==> config.mk <==
export PLATFORM = sky130hd
export DESIGN_NAME = spram_arbiter
export DESIGN_NICKNAME = d
export VERILOG_FILES = /design/src/rtl/spram_arbiter.sv
export SDC_FILE = /design/constraint.sdc
export NUM_CORES = 1
export LEC_CHECK = 0
export CAP_MARGIN = 15
export CORE_AREA = 2 2 87 89
export DETAILED_ROUTE_END_ITERATION = 8
export DIE_AREA = 0 0 89 91
export GPL_TIMING_DRIVEN = 0
export PLACE_DENSITY = 0.79
export SLEW_MARGIN = 10
export SYNTH_ARGS = -nofsm -noshare
export SYNTH_HDL_FRONTEND = slang
export SYNTH_SLANG_ARGS = --single-unit
==> constraint.sdc <==
create_clock -name clk -period 2.5 [get_ports clk]
set_input_delay 0.625 -clock clk [delete_from_list [all_inputs] [get_ports clk]]
set_output_delay 0.625 -clock clk [all_outputs]
set_load 0.03 [all_outputs]
==> src/rtl/spram_arbiter.sv <==
// spram_arbiter
//   Shares one single-port SPRAM frame store between two requesters. The SPI
//   writer stores light words. The LED-driver reader fetches them. After reset
//   the block zero-fills the memory. It then grants word accesses round-robin.
//
// Ports
//   clk, reset_n          clock (rising edge); asynchronous active-low reset
//   wr_req/wr_addr/wr_data write request with its address and data
//   wr_ack                pulse: the write is being performed this cycle
//   rd_req/rd_addr        read request with its address
//   rd_ack                pulse: the read address is on the SPRAM this cycle
//   rd_data/rd_valid      registered read word and its one-cycle strobe
//   busy                  high while the memory is being cleared
//   ram_addr/ram_di/ram_we/ram_do  SPRAM pins (ram_do is registered in the SPRAM)
//   dbg_state             current FSM state, for observation only
//
// Handshake: each req is a level. The requester holds req, addr and data
// stable until it sees its ack pulse for one cycle. It must drop or change
// req on the clock edge that ends the ack cycle. A request that drops before
// it is acked is not serviced. While busy is high, requests are ignored.
module spram_arbiter #(
  parameter int AW             = 14,
  parameter int DW             = 16,
  parameter int CLEAR_ON_RESET = 1,
  parameter int CLEAR_WORDS    = 16384
) (
  input  logic          clk,
  input  logic          reset_n,
  input  logic          wr_req,
  input  logic [AW-1:0] wr_addr,
  input  logic [DW-1:0] wr_data,
  output logic          wr_ack,
  input  logic          rd_req,
  input  logic [AW-1:0] rd_addr,
  output logic          rd_ack,
  output logic [DW-1:0] rd_data,
  output logic          rd_valid,
  output logic          busy,
  output logic [AW-1:0] ram_addr,
  output logic [DW-1:0] ram_di,
  output logic          ram_we,
  input  logic [DW-1:0] ram_do,
  output logic [2:0]    dbg_state
);

  typedef enum logic [2:0] {
    S_CLEAR = 3'd0,
    S_IDLE  = 3'd1,
    S_WRITE = 3'd2,
    S_READ  = 3'd3,
    S_RDATA = 3'd4
  } state_t;

  localparam state_t RESET_STATE = (CLEAR_ON_RESET != 0) ? S_CLEAR : S_IDLE;

  // One extra bit so the counter can reach CLEAR_WORDS, which may equal 2**AW.
  localparam int            CW      = AW + 1;
  localparam logic [CW-1:0] CLR_END = CW'(CLEAR_WORDS);

  localparam logic G_WR = 1'b0;
  localparam logic G_RD = 1'b1;

  state_t        state, state_next;
  logic [CW-1:0] clr_cnt;
  logic          clr_done;
  logic          last_grant;
  logic          grant_wr, grant_rd;

  always_ff @(posedge clk or negedge reset_n) begin
    if (!reset_n) state <= RESET_STATE;
    else          state <= state_next;
  end

  always_comb begin
    state_next = state;
    grant_wr   = 1'b0;
    grant_rd   = 1'b0;
    clr_done   = (clr_cnt == CLR_END);
    case (state)
      S_CLEAR: if (clr_done) state_next = S_IDLE;
      S_IDLE: begin
        // On a tie, the side that did not win last time is served.
        if (wr_req && (!rd_req || last_grant == G_RD)) begin
          grant_wr   = 1'b1;
          state_next = S_WRITE;
        end else if (rd_req) begin
          grant_rd   = 1'b1;
          state_next = S_READ;
        end
      end
      S_WRITE: state_next = S_IDLE;
      S_READ:  state_next = S_RDATA;
      S_RDATA: state_next = S_IDLE;
      default: state_next = S_IDLE;
    endcase
  end

  assign wr_ack    = (state == S_WRITE);
  assign rd_ack    = (state == S_READ);
  assign busy      = (state == S_CLEAR);
  assign dbg_state = state;

  // The SPRAM pins are registered. A grant taken in IDLE puts address, data and
  // write enable on the pins for the following WRITE/READ cycle. clr_cnt counts
  // the words already issued. The exit edge is therefore the edge after the last
  // clear write.
  always_ff @(posedge clk or negedge reset_n) begin
    if (!reset_n) begin
      ram_addr   <= '0;
      ram_di     <= '0;
      ram_we     <= 1'b0;
      clr_cnt    <= '0;
      last_grant <= G_RD;
      rd_data    <= '0;
      rd_valid   <= 1'b0;
    end else begin
      ram_we <= 1'b0;
      case (state)
        S_CLEAR: begin
          if (!clr_done) begin
            ram_we   <= 1'b1;
            ram_addr <= clr_cnt[AW-1:0];
            ram_di   <= '0;
            clr_cnt  <= clr_cnt + CW'(1);
          end
        end
        S_IDLE: begin
          if (grant_wr) begin
            ram_addr <= wr_addr;
            ram_di   <= wr_data;
            ram_we   <= 1'b1;
          end else if (grant_rd) begin
            ram_addr <= rd_addr;
          end
        end
        default: ;
      endcase

      if (grant_wr)      last_grant <= G_WR;
      else if (grant_rd) last_grant <= G_RD;

      rd_valid <= (state == S_RDATA);
      if (state == S_RDATA) rd_data <= ram_do;
    end
  end

endmodule
==> metrics <==
root buffer cell clkbuf_8; TritonCTS Buffers 9; CP delay by family, top buffers and inverters; Worst path max stage delay 720 ps; RSZ-0062 raised after global routing false; Inst Count DP between 500 and 600; DP Worst Slack -58.61 ps; Max Cap Viol 0; total grt overflow 0; Yosys cell types 34; share of layout cells above drive strength 1 0.1401; IR drop worst, VDD between 0.8 and 0.9 mV; total power approximately 5.6 mW; filler cell count around 600; post-route design area 4567 um^2; Hold Slack 80.32 ps; Mapped Nets roughly 360; core area 7137 um^2; IO Count between 100 and 150; Slew Limit Fails 0; GRT Total Usage 0.1991; Max clock buf depth 2; status finished, final reports clean; fin cells 520; Die X 89 um; startpoint type of the worst setup path register; first-pass GRT wire length 12,610 um; CP Capture Type output pin; antenna violations before repair 0; # hold bufs at CTS 0; later-pin clock latency in the skew report 330 ps; largest net degree at the start of global routing 67; setup slack, reg-to-reg 240 ps; Area Overhead vs Synth 48.43%; DR vias 2,646; DRT iter0 DRCs 122; DRT Pass-1 Iters 4; Setup-failing EPs final 0; CTS tree built; DR vias/cell 5.088; remaining antenna violation count 0; critical path's slowest cell clkdlybuf4s50_1; Rows 31; post-place instance area around 4400 um^2; Mapped Area 3077 um^2; crit path time final 2418 ps; Starting Density 0.4311; vias in the first global route approximately 2.7k; Synth Register Bits 67; setup TNS 0 ps; Static Leak 1.931 nW; CP Buf/Inv Count 2; Antenna Cells 0; critical path class reg2out; die height ~90 um; CTS sink count 67; Power Density 1223 nW/um^2; crit share post-route 0.9674; Worst-Margin Slew 610.1 ps; drt total wl between 7000 and 8000 um; Nets 484; gpl congestion 0.8274; Syn Area/Cell 10.61 um^2; DRC 0; worst setup margin around 82 ps; Data required, critical path 1880 ps; Final Hold Fails 0; Peak Freq 413.5 MHz; crit-path max FO 10; crit-path cells buf_2, nor3b_1, clkdlybuf4s50_1; worst reg2reg path startpoint clr_cnt[0]$_DFFE_PN0P_; Seq/Total Area, Yosys 0.5453; H-tree depth 3; Hold/Removal Path Class in2async; Layout Skew 6.437 ps; CTS clk-pin slew, worst paths 70 ps; post-DR wirelength/cell 14.90 um; die area between 8000 and 9000 um^2; port bufs 116; cell count of the worst reg-to-reg path 7; Ys Warns 0; post-DP HPWL 5708 um; critical path depth 3; Slew HR 0.5915; critical path arrival about 1800 ps; RR Endpoint ram_addr[12]$_DFFE_PN0P_; Layout Utilization 0.6399; Gate Count Post-Synth 290
state kept, by name, summed over array words and instances (netlist names):
register,cells
clr_cnt,15
rd_valid,1
rd_data,16
last_grant,1
ram_addr,14
dbg_state,3
ram_we,1
ram_di,16
cells in the mapped netlist:
cell      count  area share
xnor2_1      10       0.028
nor4b_1       2      0.0057
o21ai_2       1      0.0028
nand2_1      38       0.046
mux2_2       30        0.11
xor2_1        4       0.011
nand4_1       2      0.0041
nor3b_1       2      0.0049
nand3_1      21       0.034
ha_1          2      0.0081
or3_1         2      0.0041
nor4_1        1      0.0020
a211oi_1      1      0.0024
a31oi_1      14       0.028
a41oi_1       1      0.0028
and4_1        2      0.0057
a21oi_1       2      0.0033
inv_1         4      0.0049
nor2_1       20       0.024
buf_4         1      0.0024
nor4_4        1      0.0069
nor2b_1       2      0.0041
o21ai_0      31       0.050
nor2_2        1      0.0020
clkbuf_1     12       0.015
nand2b_1      2      0.0041
dfrtp_1      66        0.54
buf_6         1      0.0037
and3_1        3      0.0061
nor3b_2       2      0.0081
buf_2         5      0.0081
dfstp_2       1      0.0085
or4b_4        1      0.0045
and3b_1       2      0.0057
report_power, final:
part	internal, mW	switching (mW)
registers	1.49	0.237
clock network	0.474	0.373
logic	1.32	1.69
total	3.29	2.30
area by class of cell:
| class | instances | area (um^2) | share of cell area |
|---|---|---|---|
| Clock buffer | 11 | 141.4 | 0.03096 |
| Inverter | 4 | 15.01 | 0.003288 |
| Sequential cell | 67 | 1678 | 0.3674 |
| Tap cell | 99 | 123.9 | 0.02712 |
| Timing Repair Buffer | 117 | 1185 | 0.2595 |
| Clock inverter | 3 | 40.04 | 0.008767 |
| Multi-Input combinational cell | 200 | 1295 | 0.2836 |
| Buffer | 19 | 88.84 | 0.01945 |
worst max-delay path by stage:
stage	startpoint	to
finish	dbg_state[0]$_DFFE_PN0P_	wr_ack
global route	dbg_state[0]$_DFFE_PN0P_	wr_ack
CTS	dbg_state[0]$_DFFE_PN0P_	wr_ack
detailed placement	rd_req	ram_addr[11]$_DFFE_PN0P_
global placement	reset_n	ram_di[7]$_DFFE_PN0P_
floorplan	dbg_state[0]$_DFFE_PN0P_	wr_ack
layout by cell type, fill, tap and decap left out, types with 3 or more instances in the layout:
master,count
inv_1,4
mux2_2,30
and3_1,3
xor2_1,4
nand3_1,21
clkbuf_8,10
o21ai_0,31
clkbuf_1,13
xnor2_1,10
clkdlybuf4s50_1,114
nor2_1,20
nand2_1,38
buf_2,5
a31oi_1,14
dfrtp_1,66
cell families after synthesis:
| group | count (synthesis) | synth area share |
|---|---|---|
| xor+xnor | 14 | 0.03985 |
| simple gates | 104 | 0.1728 |
| buf+inv | 23 | 0.03375 |
| mux | 30 | 0.1098 |
| fa+ha+maj | 2 | 0.008132 |
| flops | 67 | 0.5453 |
| compound gates | 50 | 0.09028 |
metal layers:
| layer | GRT usage | wire, um | vias to the layer above |
|---|---|---|---|
| met5 | 0 | 0 | - |
| met4 | 0.07090 | 154 | 0 |
| met3 | 0.04182 | 460 | 17 |
| met2 | 0.3047 | 3571 | 92 |
| met1 | 0.2791 | 3559 | 1280 |
| li1 | - | - | 1257 |
repair_timing:
item | in CTS | in global routing
setup endpoints to repair | 1 | 0
gates resized for setup | 1 | 0
buffers inserted | 0 | 0
(Power assumes the default switching activity.)
